**config.mk**
```make
export PLATFORM = sky130hd
export DESIGN_NAME = fx2_in_mux
export DESIGN_NICKNAME = d
export VERILOG_FILES = /design/src/rtl/fx2_in_mux_pkg.sv /design/src/rtl/fx2_in_mux_rr_pick.sv /design/src/rtl/fx2_in_mux.sv
export SDC_FILE = /design/constraint.sdc
export NUM_CORES = 1
export LEC_CHECK = 0
export ABC_CLOCK_PERIOD_IN_PS = 2400
export BUFFER_PORTS_ARGS = -buffer_cell sky130_fd_sc_hd__buf_4
export CELL_PAD_IN_SITES_DETAIL_PLACEMENT = 1
export CELL_PAD_IN_SITES_GLOBAL_PLACEMENT = 1
export CORE_MARGIN = 4
export CORE_UTILIZATION = 39
export DETAILED_ROUTE_END_ITERATION = 8
export PLACE_DENSITY = 0.82
export SLEW_MARGIN = 20
export SYNTH_ARGS = -nofsm -noshare
export SYNTH_HDL_FRONTEND = slang
export SYNTH_SLANG_ARGS = --single-unit
```
**constraint.sdc**
```tcl
create_clock -name fx2_clk -period 2.4 [get_ports fx2_clk]
set_input_delay 0.48 -clock fx2_clk [delete_from_list [all_inputs] [get_ports fx2_clk]]
set_output_delay 0.48 -clock fx2_clk [all_outputs]
set_load 0.01 [all_outputs]
```
**src/rtl/fx2_in_mux_pkg.sv**
```systemverilog
// Shared state encoding, endpoint addresses and sizing helpers for the FX2 IN mux.
package fx2_pkg;

  typedef enum logic [1:0] {
    ST_IDLE,
    ST_XFER,
    ST_PKTEND
  } state_t;

  localparam logic [1:0] EP2_ADDR = 2'b00;
  localparam logic [1:0] EP4_ADDR = 2'b01;
  localparam logic [1:0] EP6_ADDR = 2'b10;
  localparam logic [1:0] EP8_ADDR = 2'b11;

  localparam int DEFAULT_MAX_PKT = 512;

  // Grant index width; a single channel still gets a 1-bit index.
  function automatic int grant_w(input int n);
    return (n > 1) ? $clog2(n) : 1;
  endfunction

endpackage

```
**src/rtl/fx2_in_mux_rr_pick.sv**
```systemverilog
// Combinational round-robin picker: first requester at or after ptr_i, wrapping mod N_CHAN.
module fx2_rr_pick
  import fx2_pkg::*;
#(
  parameter int N_CHAN = 2
) (
  input  logic [N_CHAN-1:0]          req_i,
  input  logic [grant_w(N_CHAN)-1:0] ptr_i,
  output logic [grant_w(N_CHAN)-1:0] idx_o,
  output logic                       vld_o
);

  localparam int GW = grant_w(N_CHAN);

  logic [GW-1:0] cand;

  always_comb begin
    idx_o = '0;
    vld_o = 1'b0;
    cand  = ptr_i;
    for (int i = 0; i < N_CHAN; i++) begin
      if (!vld_o && req_i[cand]) begin
        vld_o = 1'b1;
        idx_o = cand;
      end
      cand = (cand == GW'(N_CHAN - 1)) ? '0 : cand + GW'(1);
    end
  end

endmodule

```
**src/rtl/fx2_in_mux.sv**
```systemverilog
// Round-robin, packet-granular mux of N byte streams onto one FX2 slave-FIFO IN endpoint.
// Accept at t drives slwr/fd at t+1; stalls while fx2_full_n is low, commits short packets with pktend.
module fx2_in_mux
  import fx2_pkg::*;
#(
  parameter int         N_CHAN       = 2,
  parameter int         MAX_PKT      = DEFAULT_MAX_PKT,
  parameter int         IDLE_TIMEOUT = 1024,
  parameter logic [1:0] EP_ADDR      = EP6_ADDR
) (
  input  logic                          fx2_clk,
  input  logic                          reset_n,
  input  logic [8*N_CHAN-1:0]           src_data,
  input  logic [N_CHAN-1:0]             src_rdy,
  input  logic [N_CHAN-1:0]             src_end,
  output logic [N_CHAN-1:0]             src_ack,
  input  logic                          fx2_full_n,
  output logic [7:0]                    fx2_fd_out,
  output logic                          fx2_slwr,
  output logic                          fx2_pktend,
  output logic [1:0]                    fx2_fifoadr,
  output logic [grant_w(N_CHAN)-1:0]    grant,
  output logic                          grant_valid,
  output logic [$clog2(MAX_PKT):0]      byte_count
);

  localparam int GW = grant_w(N_CHAN);
  localparam int CW = $clog2(MAX_PKT) + 1;
  localparam int IW = $clog2(IDLE_TIMEOUT + 1);

  state_t        state_q, state_d;
  logic [GW-1:0] grant_q, grant_d;
  logic [GW-1:0] rr_ptr_q, rr_ptr_d;
  logic          grant_vld_q, grant_vld_d;
  logic [CW-1:0] cnt_q, cnt_d;
  logic [IW-1:0] idle_q, idle_d;
  logic [7:0]    fd_q, fd_d;
  logic          slwr_q, slwr_d;
  logic          pktend_q, pktend_d;

  logic [GW-1:0] pick_idx;
  logic          pick_vld;
  logic [7:0]    src_byte [N_CHAN];
  logic          sel_rdy, sel_end, accept;
  logic [GW-1:0] rel_ptr;

  for (genvar c = 0; c < N_CHAN; c++) begin : g_byte
    assign src_byte[c] = src_data[8*c +: 8];
  end

  fx2_rr_pick #(.N_CHAN(N_CHAN)) u_pick (
    .req_i (src_rdy),
    .ptr_i (rr_ptr_q),
    .idx_o (pick_idx),
    .vld_o (pick_vld)
  );

  // Gated by reset_n so a source never loses a byte to the reset edge.
  assign sel_rdy = src_rdy[grant_q];
  assign sel_end = src_end[grant_q];
  assign accept  = reset_n && (state_q == ST_XFER) && sel_rdy && fx2_full_n;
  assign rel_ptr = (grant_q == GW'(N_CHAN - 1)) ? '0 : grant_q + GW'(1);

  always_comb begin
    src_ack          = '0;
    src_ack[grant_q] = accept;
  end

  always_comb begin
    state_d     = state_q;
    grant_d     = grant_q;
    rr_ptr_d    = rr_ptr_q;
    grant_vld_d = grant_vld_q;
    cnt_d       = cnt_q;
    idle_d      = idle_q;
    fd_d        = fd_q;
    slwr_d      = 1'b1;
    pktend_d    = 1'b1;
    case (state_q)
      ST_IDLE: begin
        if (pick_vld) begin
          grant_d     = pick_idx;
          grant_vld_d = 1'b1;
          idle_d      = '0;
          state_d     = ST_XFER;
        end
      end
      ST_XFER: begin
        if (accept) begin
          fd_d   = src_byte[grant_q];
          slwr_d = 1'b0;
          idle_d = '0;
          // A full packet is committed by the FX2 itself, even if src_end is also set.
          if (cnt_q == CW'(MAX_PKT - 1)) begin
            cnt_d       = '0;
            grant_vld_d = 1'b0;
            rr_ptr_d    = rel_ptr;
            state_d     = ST_IDLE;
          end else begin
            cnt_d = cnt_q + CW'(1);
            if (sel_end) state_d = ST_PKTEND;
          end
        end else if (!sel_rdy) begin
          if (idle_q == IW'(IDLE_TIMEOUT - 1)) begin
            idle_d = '0;
            if (cnt_q != '0) begin
              state_d = ST_PKTEND;
            end else begin
              grant_vld_d = 1'b0;
              rr_ptr_d    = rel_ptr;
              state_d     = ST_IDLE;
            end
          end else begin
            idle_d = idle_q + IW'(1);
          end
        end
      end
      ST_PKTEND: begin
        // Waiting for slwr_q high keeps a gap cycle between the last strobe and pktend.
        if (fx2_full_n && slwr_q) begin
          pktend_d    = 1'b0;
          cnt_d       = '0;
          grant_vld_d = 1'b0;
          rr_ptr_d    = rel_ptr;
          state_d     = ST_IDLE;
        end
      end
      default: state_d = ST_IDLE;
    endcase
  end

  always_ff @(posedge fx2_clk) begin
    if (!reset_n) begin
      state_q     <= ST_IDLE;
      grant_q     <= '0;
      rr_ptr_q    <= '0;
      grant_vld_q <= 1'b0;
      cnt_q       <= '0;
      idle_q      <= '0;
      fd_q        <= '0;
      slwr_q      <= 1'b1;
      pktend_q    <= 1'b1;
    end else begin
      state_q     <= state_d;
      grant_q     <= grant_d;
      rr_ptr_q    <= rr_ptr_d;
      grant_vld_q <= grant_vld_d;
      cnt_q       <= cnt_d;
      idle_q      <= idle_d;
      fd_q        <= fd_d;
      slwr_q      <= slwr_d;
      pktend_q    <= pktend_d;
    end
  end

  assign fx2_fd_out  = fd_q;
  assign fx2_slwr    = slwr_q;
  assign fx2_pktend  = pktend_q;
  assign fx2_fifoadr = EP_ADDR;
  assign grant       = grant_q;
  assign grant_valid = grant_vld_q;
  assign byte_count  = cnt_q;

endmodule

```
Word-level counts from Yosys, hierarchy flattened
Index checks and enable logic that the tools add are counted.

Add/subtract/negate cells: 4. Order comparisons: 5. Equal/unequal tests: 12. Multiplexer cells: 54. Bitwise operators: 2. Reduce and logical (&&, ||, !) cells: 21.

Operators with widths (number): 11-bit two-way mux (4); 1-bit two-way mux (30); 10-bit two-way mux (3); 8-bit two-way mux (3); 11-bit one-hot mux with 2 select lines (1); 10-bit one-hot mux with 2 select lines (1); 2-bit two-way mux (8); 11-bit by 1-bit adder with 11-bit output (second input constant) (1); 11-bit by 10-bit equality test with 1-bit output (second input constant) (1); 10-bit by 1-bit adder with 10-bit output (second input constant) (1); 10-bit by 9-bit equality test with 1-bit output (second input constant) (1); 10-bit nonzero test (1); 2-bit AND reduction (4); 7-bit AND reduction (1); 1-bit logical AND (6); 1-bit by 2-bit < comparator with 1-bit output (second input constant) (3); 2-bit != test (second input constant) (3); 3-bit by 2-bit != test with 1-bit output (second input constant) (2); 3-bit != test (second input constant) (2); 2-bit one-hot mux with 3 select lines (1); 3-bit AND reduction (2); 6-bit AND reduction (1); 5-bit AND reduction (1); 4-bit by 3-bit != test with 1-bit output (second input constant) (1); other kinds (14) (16).

Bits in registers: 36. Input port bits: 23. Output and inout port bits: 26. Word-level logic and storage cells: 107.

Logic depth before layout (Yosys ltp)
Depth after elaboration: 8. Mapped depth: 8. Depth with buffers taken out: 7.

By module
A second synthesis with hierarchy kept.

Cell total of the unflattened synthesis: 231. Area, all modules: 1970.6 µm².

By module, submodules not included: fx2_in_mux (instances 1, cells each 228, area each 1953.1 µm², sequential area each 720.7 µm²); fx2_rr_pick (instances 1, cells each 3, area each 17.5 µm², sequential area each 0.0 µm²).

Worst setup path after synthesis
OpenSTA, ideal clock, no wires.

Path type: register to output. Start point: register state_q[1]. End point: output src_ack[0]. Data arrival time: 1278 ps. Required time: 1920 ps. Setup slack: 642 ps. Stages on the path, launching flop included: 5. Path buffers: 0. Cells stage by stage: dfxtp_1 > inv_1 > ha_1 > nand3_1 > nor3b_2.

Word-level cells in the longest chain between the ends: 5.

Ends and longest elaborated chain: start, declared (RTL line fx2_in_mux.sv:31) `state_t state_q, state_d;`; start signal, assigned (RTL line fx2_in_mux.sv:144) `state_q <= state_d;`; 2-bit by 1-bit equality test with 1-bit output (RTL line fx2_in_mux.sv:61) `assign accept = reset_n && (state_q == ST_XFER) && sel_rdy && fx2_full_n;`; 1-bit logical AND (3 in series) (RTL line fx2_in_mux.sv:61); 2-bit AND (no source line); end, declared (RTL line fx2_in_mux.sv:16) `output logic [N_CHAN-1:0] src_ack,`.

No other way between the ends.

Final worst setup path
Ends and elaborated chain as after synthesis.

==> flow_summary.ini <==
[clock_network]
cts_max_path_buffers = 2
cts_setup_buffers = 0
clk_latency_ps = 290
tritoncts = yes
hold_buffers = 0
clk_pin_slew_ps = 70
cts_root_buf = clkbuf_8
cts_buffers = 5
clock_sinks = 36
ctsResizeCount = 0
htree_levels = 2

[synthesis]
syn-cell-area_um2 = 1870
synth.most_common_cell = dfxtp_1
yosysTopAreaCell = dfxtp_1
synth_edf_count = 0
synth_top_area_share = 0.386
ys_types = 48
synth.avg_cell_area_um2 = 9.12
synth_area_leaders = dfxtp_1 (39%), xnor2_1 (5.6%), nor2_1 (4.8%), ha_1 (4.7%), a222oi_1 (4.3%)
synth-main-ff-cell = dfxtp_1
postSynthCellCount = 205
synth_common_cells = dfxtp_1 (36), nor2_1 (24), nand2_1 (21), nor2b_1 (12), xnor2_1 (12)
syn-num-nets = 235
async_flop_share = 0
yosys_register_bits = 36
yosys_warnings = 0
yosysSeqAreaShare = 0.386

[worst_setup_path]
critPathMaxFanout = 8
r2r_setup_slack_ps = 390
slowest_stage = dfxtp_1
max_stage_delay_ps = 340
worstSetupStartpoint = state_q[1]$_SDFFE_PN0P_
worstPathArrival_ps = 1640
r2r_start = idle_q[0]$_SDFFE_PN0P_
endpoint = src_ack[0]
path_cells = inv_1 -> ha_1 -> nand3_1 -> nor3b_2 -> buf_4
path_class = reg2out
reg2reg_depth = 6
required_ps = 1920
start_kind = flip-flop
end_kind = output port
rr_endpoint = grant_valid$_SDFFE_PN0P_

[placed_design]
port_buffers = 46
gp_congestion = 0.766
hpwl_um = 3840
dpl_worst_slack_ps = 372
dp_cells = 303

[power]
power-per-cell-area_nw_per_um2 = 745
p_sw_frac = 0.351
power_frac_clock = 0.253
p_switching_mw = 0.622
p_leak_nw = 0.915
ir_drop_mv = 0.525
power_frac_comb = 0.353
pwr-share-seq = 0.394
internal_power_mw = 1.15

[timing]
hold_violations = 0
drv_slew = 0
max_freq_mhz = 473
layout_setup_ws_ps = 284
period_needed_ps = 2120
period_share = 0.882
tns_ps = 0
skew_ps = 3.12
setup_viol = 0
grt_setup_unrepaired = no

[detailed_routing]
drt-initial-drc-count = 125
route.detailed.drc = 0
viasPerCell = 5.52
drt.antenna.violating_nets = 0
vias = 1716
avgRoutedWirePerCell_um = 16.2
wl_um = 5050
drt_first_pass_iters = 6

[floorplanning]
row_count = 24
core_um2 = 4500
die_area_um2 = 5960
die_h_um = 77.2
start_util = 0.415
ioPinCount = 49
die_w_um = 77.2

[global_routing]
grt_use_total = 0.175
overflow = 0
grt_pass1_vias = 1743
grt_max_degree = 27
grt_antenna_before_repair = 0
grt_first_pass_wirelength_um = 8430

[layout]
drive_gt1_frac = 0.282
layout.cells.non_filler = 311
nNetsFinal = 288
antenna-diode-count = 0
syn_to_final_growth_pct = 27.1

[flow_run]
max_cap_viol_count = 0

[worst_hold_path]
hp-class = in2reg

[status]
outcome = completed
-- cell usage in the layout, fill, tap and decap left out, types with 6 or more instances in the layout --
| cell type | netlist | routed |
|---|---|---|
| a222oi_1 | 8 | 8 |
| buf_4 | 2 | 52 |
| clkbuf_8 | 0 | 6 |
| dfxtp_1 | 36 | 36 |
| ha_1 | 7 | 7 |
| mux2i_1 | 8 | 8 |
| nand2_1 | 21 | 21 |
| nand4_1 | 6 | 6 |
| nor2_1 | 24 | 24 |
| nor2b_1 | 12 | 12 |
| nor4_1 | 6 | 6 |
| xnor2_1 | 12 | 12 |
-- power groups by stage --
stage / registers (mW) / clock network (mW) / logic, mW
2_1_floorplan: 0.713 / 0 / 0.412
3_3_place_gp: 0.711 / 0 / 0.603
3_5_place_dp: 0.711 / 0 / 0.623
4_1_cts: 0.698 / 0.464 / 0.629
5_1_grt: 0.707 / 0.486 / 0.692
6_report: 0.698 / 0.447 / 0.626
-- sequential cells by signal (all words and copies together), names as in the netlist --
name / count
rr_ptr_q: 1
fx2_pktend: 1
fx2_fd_out: 8
grant_valid: 1
state_q: 2
byte_count: 10
fx2_slwr: 1
grant: 1
idle_q: 11
-- per-stage QoR --
stage                     utilization  hold WS, ps  cell area [µm²]  power (mW)
after detailed placement        0.508          422             2290        1.33
after global placement          0.508          417             2290        1.31
after global routing            0.528          424             2380        1.88
after floorplan                     -          423             1870        1.13
after CTS                       0.528          412             2380        1.79
final                           0.528          421             2380        1.77
-- worst max-delay path, delay by kind of cell, from the launching register on --
kind / cells / cell delay (ps)
buffers and inverters: 2 / 240
AND/OR/NAND/NOR: 2 / 430
flip-flops: 1 / 340
adder cells (fa/ha/maj): 1 / 340
-- routing by layer --
layer	vias up	GRT usage	routed length (µm)
met4	0	0.0694	76
met2	38	0.289	2500
met3	9	0.0422	186
met1	835	0.218	2280
met5	-	0	0
li1	834	-	-
-- layout make-up --
| type | count | area [µm²] |
|---|---|---|
| multi-input combinational | 158 | 1090 |
| clock buffer | 8 | 90.1 |
| tap | 52 | 65.1 |
| fill | 554 | 2130 |
| timing repair buffer | 52 | 390 |
| inverter | 5 | 18.8 |
| sequential | 36 | 721 |
-- how the worst min path moves through the flow --
stage / from / end / slack [ps] / depth (start not counted)
2_1_floorplan: idle_q[10]$_SDFFE_PN0P_ / idle_q[10]$_SDFFE_PN0P_ / 420 / 2
3_3_place_gp: fx2_slwr$_SDFF_PP1_ / fx2_pktend$_SDFF_PN1_ / 420 / 1
3_5_place_dp: fx2_slwr$_SDFF_PP1_ / fx2_pktend$_SDFF_PN1_ / 420 / 1
4_1_cts: fx2_full_n / fx2_pktend$_SDFF_PN1_ / 410 / 2
5_1_grt: fx2_full_n / fx2_pktend$_SDFF_PN1_ / 420 / 2
6_report: fx2_full_n / fx2_pktend$_SDFF_PN1_ / 420 / 2
-- kinds of logic (layout without fill, tap and decap cells) --
group	Yosys count	after routing	share of synthesized area
compound gates	25	25	0.111
xor+xnor	16	16	0.0750
fa+ha+maj	7	7	0.0469
buf+inv	11	65	0.0308
flops	36	36	0.386
mux	10	10	0.0569
other cells	2	2	0.00402
simple gates	98	98	0.290
Power figures use the tool's default switching activity.
